### src/rtl/imem_loader_if.sv
// imem_loader_if: byte stream into the program loader and its byte write port toward the instruction RAM.
// The master modport is the loader side; the slave modport is the byte source / RAM side.
interface imem_loader_if;
  logic [7:0]  in_data;
  logic        in_valid;
  logic        in_ready;
  logic        mem_we;
  logic [31:0] mem_addr;
  logic [7:0]  mem_wdata;

  modport master (
    input  in_data, in_valid,
    output in_ready, mem_we, mem_addr, mem_wdata
  );

  modport slave (
    output in_data, in_valid,
    input  in_ready, mem_we, mem_addr, mem_wdata
  );
endinterface

### src/rtl/imem_loader.sv
// imem_loader: accepts a little-endian 16-bit length header plus program image and writes it byte-wise from BASE_ADDR.
// Optional macro IMEM_LOADER_CHECKSUM_EN adds a trailing XOR checksum byte that decides DONE vs ERR.
module imem_loader #(
  parameter logic [31:0] BASE_ADDR = 32'h0000_0000,
  parameter int          MEM_BYTES = 1024
) (
  input  logic          clk,
  input  logic          rst,
  input  logic          start,
  imem_loader_if.master bus,
  output logic          core_rst,
  output logic          busy,
  output logic          done,
  output logic          error
);

`ifdef IMEM_LOADER_CHECKSUM_EN
  typedef enum logic [2:0] {
    S_IDLE, S_LEN_LO, S_LEN_HI, S_DATA, S_CSUM, S_DONE, S_ERR
  } state_t;
  localparam state_t S_PAYLOAD_END = S_CSUM;
`else
  typedef enum logic [2:0] {
    S_IDLE, S_LEN_LO, S_LEN_HI, S_DATA, S_DONE, S_ERR
  } state_t;
  localparam state_t S_PAYLOAD_END = S_DONE;
`endif

  state_t      state_q, state_d;
  logic        in_ready;
  logic        accept;
  logic        restart;
  logic [15:0] len_q;
  logic [15:0] cnt_q;
  logic [15:0] len_new;
  logic        len_too_big;
  logic        last_byte;
  logic        we_p1;
  logic [31:0] addr_p1;
  logic [7:0]  wdata_p1;
`ifdef IMEM_LOADER_CHECKSUM_EN
  logic [7:0]  csum_q;
`endif

  assign accept      = bus.in_valid && in_ready;
  assign restart     = start && (state_q == S_IDLE || state_q == S_DONE || state_q == S_ERR);
  assign len_new     = {bus.in_data, len_q[7:0]};
  assign len_too_big = {16'd0, len_new} > 32'(MEM_BYTES);
  assign last_byte   = (cnt_q == len_q - 16'd1);

  assign bus.in_ready  = in_ready;
  assign bus.mem_we    = we_p1;
  assign bus.mem_addr  = addr_p1;
  assign bus.mem_wdata = wdata_p1;

  always_ff @(posedge clk) begin
    if (rst) begin
      state_q <= S_IDLE;
    end else begin
      state_q <= state_d;
    end
  end

  always_comb begin
    state_d  = state_q;
    in_ready = 1'b0;
    busy     = 1'b0;
    core_rst = 1'b0;
    done     = 1'b0;
    error    = 1'b0;
    case (state_q)
      S_IDLE: begin
        if (start) state_d = S_LEN_LO;
      end
      S_LEN_LO: begin
        in_ready = 1'b1;
        busy     = 1'b1;
        core_rst = 1'b1;
        if (accept) state_d = S_LEN_HI;
      end
      S_LEN_HI: begin
        in_ready = 1'b1;
        busy     = 1'b1;
        core_rst = 1'b1;
        if (accept) begin
          if (len_too_big)          state_d = S_ERR;
          else if (len_new == 16'd0) state_d = S_PAYLOAD_END;
          else                       state_d = S_DATA;
        end
      end
      S_DATA: begin
        in_ready = 1'b1;
        busy     = 1'b1;
        core_rst = 1'b1;
        if (accept && last_byte) state_d = S_PAYLOAD_END;
      end
`ifdef IMEM_LOADER_CHECKSUM_EN
      S_CSUM: begin
        in_ready = 1'b1;
        busy     = 1'b1;
        core_rst = 1'b1;
        if (accept) state_d = (bus.in_data == csum_q) ? S_DONE : S_ERR;
      end
`endif
      S_DONE: begin
        done = 1'b1;
        if (start) state_d = S_LEN_LO;
      end
      S_ERR: begin
        error    = 1'b1;
        core_rst = 1'b1;
        if (start) state_d = S_LEN_LO;
      end
      default: state_d = S_IDLE;
    endcase
  end

  // Write stage: the accepting edge registers the RAM write, so mem_we lags the accept by one cycle
  always_ff @(posedge clk) begin
    if (rst) begin
      len_q    <= 16'd0;
      cnt_q    <= 16'd0;
      we_p1    <= 1'b0;
      addr_p1  <= 32'd0;
      wdata_p1 <= 8'd0;
`ifdef IMEM_LOADER_CHECKSUM_EN
      csum_q   <= 8'd0;
`endif
    end else begin
      we_p1 <= 1'b0;
      if (accept) begin
        case (state_q)
          S_LEN_LO: len_q[7:0] <= bus.in_data;
          S_LEN_HI: begin
            len_q[15:8] <= bus.in_data;
            cnt_q       <= 16'd0;
          end
          S_DATA: begin
            cnt_q    <= cnt_q + 16'd1;
            we_p1    <= 1'b1;
            addr_p1  <= BASE_ADDR + {16'd0, cnt_q};
            wdata_p1 <= bus.in_data;
          end
          default: ;
        endcase
      end
`ifdef IMEM_LOADER_CHECKSUM_EN
      if (restart)                          csum_q <= 8'd0;
      else if (accept && state_q == S_DATA) csum_q <= csum_q ^ bus.in_data;
`endif
    end
  end

  logic unused_restart;
  assign unused_restart = restart;

endmodule

### src/flat_wrapper.sv
// flat-port wrapper written by rule: the top's interface ports become plain ports
module imem_loader_flat 
#(
  parameter logic [31:0] BASE_ADDR = 32'h0000_0000,
  parameter int          MEM_BYTES = 1024
)
  (clk, rst, start, core_rst, busy, done, error, bus_in_data, bus_in_valid, bus_in_ready, bus_mem_we, bus_mem_addr, bus_mem_wdata);
  imem_loader_if bus_i ();
  input  logic clk;
  input  logic rst;
  input  logic start;
  output logic core_rst;
  output logic busy;
  output logic done;
  output logic error;
  input wire logic [$bits(bus_i.in_data)-1:0] bus_in_data;
  input wire logic [$bits(bus_i.in_valid)-1:0] bus_in_valid;
  output wire logic [$bits(bus_i.in_ready)-1:0] bus_in_ready;
  output wire logic [$bits(bus_i.mem_we)-1:0] bus_mem_we;
  output wire logic [$bits(bus_i.mem_addr)-1:0] bus_mem_addr;
  output wire logic [$bits(bus_i.mem_wdata)-1:0] bus_mem_wdata;
  assign bus_i.in_data = bus_in_data;
  assign bus_i.in_valid = bus_in_valid;
  assign bus_in_ready = bus_i.in_ready;
  assign bus_mem_we = bus_i.mem_we;
  assign bus_mem_addr = bus_i.mem_addr;
  assign bus_mem_wdata = bus_i.mem_wdata;
  imem_loader #(.BASE_ADDR(BASE_ADDR), .MEM_BYTES(MEM_BYTES)) u_core (.clk(clk), .rst(rst), .start(start), .bus(bus_i), .core_rst(core_rst), .busy(busy), .done(done), .error(error));
endmodule
### config.mk
export PLATFORM = sky130hd
export DESIGN_NAME = imem_loader_flat
export DESIGN_NICKNAME = d
export VERILOG_FILES = /design/src/rtl/imem_loader_if.sv /design/src/rtl/imem_loader.sv /design/src/flat_wrapper.sv
export SDC_FILE = /design/constraint.sdc
export NUM_CORES = 1
export LEC_CHECK = 0
export ABC_AREA = 1
export CORE_MARGIN = 2
export CORE_UTILIZATION = 55
export DETAILED_ROUTE_END_ITERATION = 6
export PLACE_DENSITY_LB_ADDON = 0.08
export SYNTH_ARGS = -nofsm -noshare
export SYNTH_HDL_FRONTEND = slang
export SYNTH_SLANG_ARGS = --single-unit
### constraint.sdc
create_clock -name clk -period 5.4 [get_ports clk]
set_input_delay 0.81 -clock clk [delete_from_list [all_inputs] [get_ports clk]]
set_output_delay 0.81 -clock clk [all_outputs]
set_load 0.03 [all_outputs]
Word-level counts from Yosys, hierarchy flattened

Index checks and enable logic that the tools add are counted.

Register bits after elaboration: 60
Input port bits: 12
Output and inout port bits: 46
Word-level logic and storage cells: 48

Add/subtract/negate cells: 2
Magnitude comparators: 1
Equal/unequal tests: 10
Muxes and demuxes: 13
Bitwise gates (word level): 1
Reductions and logical operators: 14

Operators with widths:

| kind                                                  | count |
|---|---|
| one-hot mux 16 bit (2 select lines)                   | 1 |
| 2-to-1 mux 3 bit                                      | 6 |
| adder 16 x 1 -> 16 bit, second input constant         | 1 |
| == test 16 bit                                        | 1 |
| > comparator 16 x 11 -> 1 bit, second input constant  | 1 |
| logical NOT 16 bit                                    | 1 |
| subtractor 16 x 1 -> 16 bit, second input constant    | 1 |
| one-hot mux 3 bit (4 select lines)                    | 1 |
| inequality test 2 x 1 -> 1 bit, second input constant | 4 |
| AND reduction 2 bit                                   | 4 |
| == test 3 x 2 -> 1 bit, second input constant         | 2 |
| == test 3 bit, second input constant                  | 2 |
| OR reduction 3 bit                                    | 2 |
| 2-to-1 mux 1 bit                                      | 5 |
| AND reduction 4 bit                                   | 1 |
| OR reduction 4 bit                                    | 1 |
| == test 3 x 1 -> 1 bit, second input constant         | 1 |
| logical NOT 3 bit                                     | 1 |
| logical AND 1 bit                                     | 2 |
| nonzero test 2 bit                                    | 1 |
| OR reduction 2 bit                                    | 1 |
| inverter 1 bit                                        | 1 |

Logic depth before layout (Yosys ltp)

Gate-level depths: netlist (run 1).

Depth after elaboration: 7
Gate-level depth with buffers: 16
Gate-level depth less buffers: 16

Worst setup path after synthesis (run 1)

No wires, ideal clock.

Path type: reg-to-output
From: reg u_core.state_q[1]
To: out busy
Arrival: 1.174 ns
Required time: 4.590 ns
Path slack: 3.416 ns
Cell stages (with the launch flop): 4
Path buffers: 1
Path through: dfxtp_1 nor2_1 nor2_1 buf_4

Longest elaborated chain between the ends: 3
Elaborated cells between the ends (all ways): 5
Those cells by class: eq/ne: 3; mux: 1; reduce/logical: 1

RTL lines:

| what                                                                    | line               | text |
|---|---|---|
| from (decl)                                                             | imem_loader.sv:29  | `state_t state_q, state_d;` |
| from (signal assigned)                                                  | imem_loader.sv:60  | `state_q <= state_d;` |
| == test 3 x 2 -> 1 bit / == test 3 x 1 -> 1 bit (equally long branches) | -                  |  |
| OR reduction 3 bit (no line) *                                          | -                  |  |
| 2-to-1 mux 1 bit *                                                      | -                  |  |
| to (decl)                                                               | flat_wrapper.sv:13 | `output logic busy;` |

Mark *: on every way between the ends. The rest lies on a longest branch, timed or not.

Final worst setup path (run 1)

From: in bus_in_valid
To: reg u_core.addr_p1[8] (netlist: u_core.bus.mem_addr[8])

Longest elaborated chain between the ends: 2

RTL lines:

| what                          | line               | text |
|---|---|---|
| from (decl)                   | flat_wrapper.sv:17 | `input wire logic [$bits(bus_i.in_valid)-1:0] bus_in_valid;` |
| logical AND 1 bit             | imem_loader.sv:45  | `assign accept = bus.in_valid && in_ready;` |
| AND reduction 2 bit (no line) | -                  |  |
| to (signal assigned)          | imem_loader.sv:141 | `addr_p1 <= BASE_ADDR + {16'd0, cnt_q};` |
| to (decl)                     | imem_loader.sv:39  | `logic [31:0] addr_p1;` |

Every way passes these cells.
A chain may end at the register's enable or synchronous reset.

==> results of run 1 <==
-- worst min-delay path, stage by stage (launching register included) --
cell and delay [ps]:
sky130_fd_sc_hd__dfxtp_1 310, sky130_fd_sc_hd__nand2_1 60, sky130_fd_sc_hd__a21oi_1 50
-- metrics by stage --
step	hold slack [ps]	setup WS, ps
after global routing	486.9	2405
after global placement	455.3	2492
after CTS	467.1	2728
after detailed placement	459.3	2375
after floorplan	464.7	3416
final	464.5	2719
-- report_power, final --
part / total, mW / switching (mW) / leakage [nW] / internal [mW]
Sequential: 0.538 / 0.0501 / 0.486 / 0.488
Combinational: 0.705 / 0.458 / 1.06 / 0.248
Clock: 0.452 / 0.179 / 0.107 / 0.272
Total: 1.70 / 0.687 / 1.66 / 1.01
-- kinds of logic (layout without fill, tap and decap cells) --
family	count (synthesis)	count (layout)
XOR/XNOR	11	11
buffers and inverters	82	110
AO/OA/AOI/OAI	90	90
AND/OR/NAND/NOR	231	231
flip-flops	60	60
other	1	16
adder cells (fa/ha/maj)	3	3
-- layout make-up --
type	instances	area [µm²]
clock inverters	4	72.57
repair buffers	41	410.4
multi-input cells	351	1667
fillers	501	1755
well taps	72	90.09
flip-flops and latches	60	1201
clock buffers	12	145.1
inverters	53	198.9
-- routing by layer --
metal	track usage [%]	vias up	routed length, µm
li1	-	1558	-
met2	39.67	83	3398
met4	9.322	0	131
met5	0	-	0
met3	6.404	13	436
met1	34.41	1433	3527
-- worst paths after layout --
kind | startpoint | end | slack (ps) | depth (start not counted)
max | bus_in_valid | u_core.bus.mem_addr[8]$_SDFFE_PP0P_ | 2720 | 5
min | u_core.bus.mem_addr[9]$_SDFFE_PP0P_ | u_core.bus.mem_addr[9]$_SDFFE_PP0P_ | 460 | 2
max reg2reg | u_core.state_q[1]$_SDFFE_PP0P_ | u_core.bus.mem_addr[8]$_SDFFE_PP0P_ | 2830 | 8
min reg2reg | u_core.bus.mem_addr[9]$_SDFFE_PP0P_ | u_core.bus.mem_addr[9]$_SDFFE_PP0P_ | 460 | 2
-- Yosys cell counts --
cell type	number	share of area [%]
sky130_fd_sc_hd__a21oi_1	50	7.8
sky130_fd_sc_hd__a31oi_1	2	0.39
sky130_fd_sc_hd__a32o_1	1	0.31
sky130_fd_sc_hd__buf_1	1	0.12
sky130_fd_sc_hd__buf_2	4	0.63
sky130_fd_sc_hd__buf_4	17	4.0
sky130_fd_sc_hd__clkbuf_1	7	0.82
sky130_fd_sc_hd__conb_1	1	0.12
sky130_fd_sc_hd__dfxtp_1	60	38
sky130_fd_sc_hd__ha_1	3	1.2
sky130_fd_sc_hd__inv_1	52	6.1
sky130_fd_sc_hd__inv_2	1	0.12
sky130_fd_sc_hd__nand2_1	111	13
sky130_fd_sc_hd__nand2_2	2	0.39
sky130_fd_sc_hd__nand2_4	1	0.35
sky130_fd_sc_hd__nand3_1	25	3.9
sky130_fd_sc_hd__nand3_2	1	0.31
sky130_fd_sc_hd__nand3b_1	4	0.94
sky130_fd_sc_hd__nand4_1	2	0.39
sky130_fd_sc_hd__nor2_1	67	7.9
sky130_fd_sc_hd__nor2_2	3	0.59
sky130_fd_sc_hd__nor2_4	4	1.4
sky130_fd_sc_hd__nor2b_1	1	0.20
sky130_fd_sc_hd__nor3_1	6	0.94
sky130_fd_sc_hd__nor3_2	2	0.63
sky130_fd_sc_hd__nor3_4	1	0.51
sky130_fd_sc_hd__o21ai_0	36	5.7
sky130_fd_sc_hd__o21bai_1	1	0.24
sky130_fd_sc_hd__or2_2	1	0.20
sky130_fd_sc_hd__xnor2_1	7	1.9
sky130_fd_sc_hd__xor2_1	4	1.1
-- state kept, by name, summed over array words and instances, names as in the netlist --
signal and count:
u_core.bus.mem_we 1, u_core.cnt_q 16, u_core.state_q 3, u_core.len_q 16, u_core.bus.mem_wdata 8, u_core.bus.mem_addr 16
==> metrics.cfg, run 1 <==
[status]
outcome=finished, final reports clean

[timing]
max_slew_margin_pct=33.62
maxClockFrequency_mhz=372.9
fin_crit_share_pct=49.66
post-route-min-period_ps=2681
worst_pin_slew_ps=994.7
rsz0062_at_grt=no
setup_violations=0
finalHoldViolCount=0
timing.setup.tns_ps=0
timing.final.max_slew_violations=0
fin_worst_skew_ps=7.481

[cts]
clk-insertion-delay-late_ps=340
ctsHoldBuffers=0
cts_buffer_depth=2
cts_post_setup_buffers_inserted=0
number_of_buffers_inserted_during_clock_tree_synthesis=9
clk_pin_slew_worst_paths_ps=60
clockRootBuffer=sky130_fd_sc_hd__clkbuf_8
htreeDepth=3
tritoncts_clock_tree=done
cts-resized-gates=0
tritoncts_num_sinks=60

[worst_setup_path]
cells_along_the_critical_path=clkdlybuf4s50_1 > nand2_1 > inv_1 > o21ai_0 > a21oi_1
path_delay_family=buffers and inverters
slowest_delay_ps=870
worst_path_max_delay_cell=sky130_fd_sc_hd__inv_1
cp.required_ps=5660
crit_path_start_kind=input pin
path_max_fanout=35
critPathBufInv=2
cp.arrival_ps=2940
endpoint_kind=flip-flop
crit_type=input pin to flip-flop

[detailed_routing]
ant_nets=0
routed-via-count=3087
drt_pass1_iterations=4
detail_route.iter0.violations=239
drt-wirelength-per-cell_um=12.64
finalWirelength_um=7493
number_of_remaining_drc_errors=0
vias_per_cell=5.206

[yosys]
netlist_area_um2=3188
synthXorXnorAreaFrac_pct=3.022
ys_ff_latch=60
synth.mux.area_fraction_pct=0
post_synth_num_cell_types=31
syn_avg_cell_area_um2=6.670
synth_warnings=0
synth_instances=478
dominant_combinational_cell_family_by_area_after_synthesis=simple AND/OR/NAND/NOR gates
post_synth_and_or_nand_nor_area_fraction_pct=31.75
synth_sequential_area_ratio_pct=37.68
yosys.area_share.adder_pct=1.177
synth_compound_gate_area_share_pct=14.44

[min_path]
type_of_the_tightest_min_delay_check=flip-flop to flip-flop

[floorplanning]
placement_row_count=27
core_area_um2=5540
initial_core_util_pct=57.54
dieArea_um2=6422
design.portCount=58
die_w_um=80.14
die_y_um=80.14

[power]
power.static_leakage_nw=1.656
power.density_cell_area_nw_per_um2=447.9
totalPowerFinal_mw=1.695
ir_worst_vdd_mv=0.2372

[global_routing]
grt_max_degree=36
antenna_found_initial=0
grt_pass1_vias=2806
gr_usage_total_pct=25.58
grt-ovfl-total=0
grt_first_pass_wirelength_um=12610

[place]
place_congestion=0.9349
placed_cells_incl_taps=577
place_area_um2=3567
place_hpwl_um=5361
io_buffer_count=41

[layout]
finalCoreUtilization_pct=68.32
mostFrequentLayoutCell=sky130_fd_sc_hd__nand2_1
num-nets-final=531
drive_above_1_share_pct=5.758
synthToLayoutAreaGrowth_pct=18.72
design_area_um2=3785
insertedDiodeCount=0
post_layout_nonfiller_instances=593
layout.cells.most_common_list=111 x sky130_fd_sc_hd__nand2_1, 67 x sky130_fd_sc_hd__nor2_1, 60 x sky130_fd_sc_hd__dfxtp_1, 52 x sky130_fd_sc_hd__inv_1, 50 x sky130_fd_sc_hd__a21oi_1

[flow_run]
maxCapViolCount=0

Note: power is estimated with default switching activity, not from simulation.
==> run 2, diff against run 1 <==
Settings changed: CORE_UTILIZATION 55 to 47.
Clock period 5.4 ns to 2.45 ns, I/O delays scaled along.
==> metrics.cfg, run 2 (synthesized netlist as in run 1, its figures left out) <==
[status]
outcome=finished, final reports clean

[timing]
final.hold.worst_slack_ps=462.0
timing.setup.tns_ps=0
rsz0062_at_grt=no
finalHoldViolCount=0
setup_violations=0
post-route-min-period_ps=2174
maxClockFrequency_mhz=460.0
timing.final.max_slew_violations=0
fin_worst_skew_ps=9.930
fin_crit_share_pct=88.73

[worst_setup_path]
cp.required_ps=2080
crit_type=flip-flop to output port
path_max_fanout=6
r2r-start=u_core.len_q[0]$_SDFFE_PP0P_
rrSetupSlack_ps=320
reg2reg_to=u_core.state_q[0]$_SDFFE_PP0P_
cells_along_the_critical_path=inv_1 > nor2_1 > inv_1 > nor2_1 > clkdlybuf4s50_1
slowest_delay_ps=670
cp.arrival_ps=1810
path_delay_family=buffers and inverters
endpoint_kind=output port
worst_path_max_delay_cell=sky130_fd_sc_hd__clkdlybuf4s50_1
r2r_cells=13
critPathBufInv=3
crit_path_start_kind=flip-flop

[floorplanning]
design.portCount=58
dieArea_um2=7458
placement_row_count=30
die_w_um=86.36
initial_core_util_pct=47.72
core_area_um2=6681
die_y_um=86.36

[power]
power.static_leakage_nw=1.697
power.density_cell_area_nw_per_um2=966.5
ir_worst_vdd_mv=0.4750

[layout]
synthToLayoutAreaGrowth_pct=20.84
multi_input_comb_area_um2=1672
insertedDiodeCount=0
num-fill-cells=634
drive_above_1_share_pct=7.547
mostFrequentLayoutCell=sky130_fd_sc_hd__nand2_1
post_layout_nonfiller_instances=610
layout.cells.most_common_list=111 x sky130_fd_sc_hd__nand2_1, 67 x sky130_fd_sc_hd__nor2_1, 60 x sky130_fd_sc_hd__dfxtp_1, 52 x sky130_fd_sc_hd__inv_1, 50 x sky130_fd_sc_hd__a21oi_1
seqCellArea_um2=1201
finalCoreUtilization_pct=57.66
num-nets-final=540

[min_path]
type_of_the_tightest_min_delay_check=flip-flop to flip-flop
worst_hold_path.num_cells=2
holdCritStartpoint=u_core.bus.mem_wdata[4]$_SDFFE_PP0P_
worstHoldEndpoint=u_core.bus.mem_wdata[4]$_SDFFE_PP0P_

[place]
place_hpwl_um=5880
io_buffer_count=41
place_congestion=0.9007
placed_cells_incl_taps=594

[detailed_routing]
number_of_remaining_drc_errors=0
finalWirelength_um=7778
ant_nets=0
drt-wirelength-per-cell_um=12.75
detail_route.iter0.violations=129
vias_per_cell=4.933
drt_pass1_iterations=4
routed-via-count=3009

[global_routing]
grt_pass1_vias=2694
gr_usage_total_pct=22.08
grt_max_degree=20
antenna_found_initial=0
grt-ovfl-total=0
grt_first_pass_wirelength_um=12900

[cts]
clockRootBuffer=sky130_fd_sc_hd__clkbuf_8
clk_pin_slew_worst_paths_ps=70
number_of_buffers_inserted_during_clock_tree_synthesis=9
cts_buffer_depth=2
clk-insertion-delay-late_ps=340
tritoncts_num_sinks=60
tritoncts_clock_tree=done
htreeDepth=3

[flow_run]
maxCapViolCount=0

run 2: changes by cell type in the layout (fill, tap and decap cells not counted):
cell / previous run / this run
sky130_fd_sc_hd__buf_4: 0 / 9
sky130_fd_sc_hd__bufinv_16: 2 / 1
sky130_fd_sc_hd__clkbuf_1: 2 / 1
sky130_fd_sc_hd__clkbuf_8: 10 / 11
sky130_fd_sc_hd__clkinv_2: 1 / 2
sky130_fd_sc_hd__nor2_2: 3 / 2
sky130_fd_sc_hd__nor2_4: 4 / 5
run 2: final cells by class:
cell class,count,share of cell area [%]
multi-input combinational,351,43.39
sequential,60,31.18
timing repair buffer,50,12.41
inverter,53,5.164
clock buffer,12,4.027
tap,80,2.598
clock inverter,4,1.234
run 2: how the worst max path moves through the flow:
| stage | startpoint | to | cells after the start |
|---|---|---|---|
| 4_1_cts | u_core.state_q[0]$_SDFFE_PP0P_ | error | 5 |
| 5_1_grt | u_core.len_q[0]$_SDFFE_PP0P_ | u_core.state_q[0]$_SDFFE_PP0P_ | 13 |
| 2_1_floorplan | u_core.state_q[1]$_SDFFE_PP0P_ | u_core.state_q[0]$_SDFFE_PP0P_ | 13 |
| 3_5_place_dp | bus_in_valid | u_core.state_q[0]$_SDFFE_PP0P_ | 14 |
| 6_report | u_core.state_q[0]$_SDFFE_PP0P_ | error | 5 |
| 3_3_place_gp | bus_in_valid | u_core.state_q[0]$_SDFFE_PP0P_ | 14 |
run 2: through the flow:
step                instance area [µm²]  worst slack [ps]  power, mW
global route                       3852             5.689      4.023
CTS                                3847             267.5      3.733
detailed placement                 3645             225.8      2.805
global placement                   3645             290.3      2.807
floorplan                          3244             546.3      2.394
finish                             3852             276.0      3.723
run 2: report_power, final:
part	total (mW)	internal, mW	switching, mW
Combinational	1.62	0.572	1.05
Sequential	1.19	1.08	0.110
Clock	0.920	0.522	0.398
run 2: routing by layer:
layer	share of wire (%)	vias up	global-route usage, %
met2	48	59	36.50
met3	3.5	12	5.524
met1	47	1349	28.64
met4	1.5	0	6.250
met5	0	-	0
li1	-	1589	-
run 2: worst register-to-register path: stages, from the launching register on:
cell                      delay [ps]
sky130_fd_sc_hd__dfxtp_1         340
sky130_fd_sc_hd__inv_1           150
sky130_fd_sc_hd__ha_1            190
sky130_fd_sc_hd__nand2_1         160
sky130_fd_sc_hd__nor2_4          210
sky130_fd_sc_hd__nand3_1          90
sky130_fd_sc_hd__nand2_1          80
sky130_fd_sc_hd__nand3_1          90
sky130_fd_sc_hd__nor2_1          190
sky130_fd_sc_hd__nand3_1         120
sky130_fd_sc_hd__nand2_1         120
sky130_fd_sc_hd__nand2_1          90
sky130_fd_sc_hd__o21ai_0         160
sky130_fd_sc_hd__inv_1            50
run 2: repair_timing:
| item | in CTS | in global routing |
|---|---|---|
| hold buffers | 0 | 0 |
| buffers inserted | 0 | 0 |
| endpoints found under the setup margin | 0 | 2 |
| resized for setup | 0 | 1 |
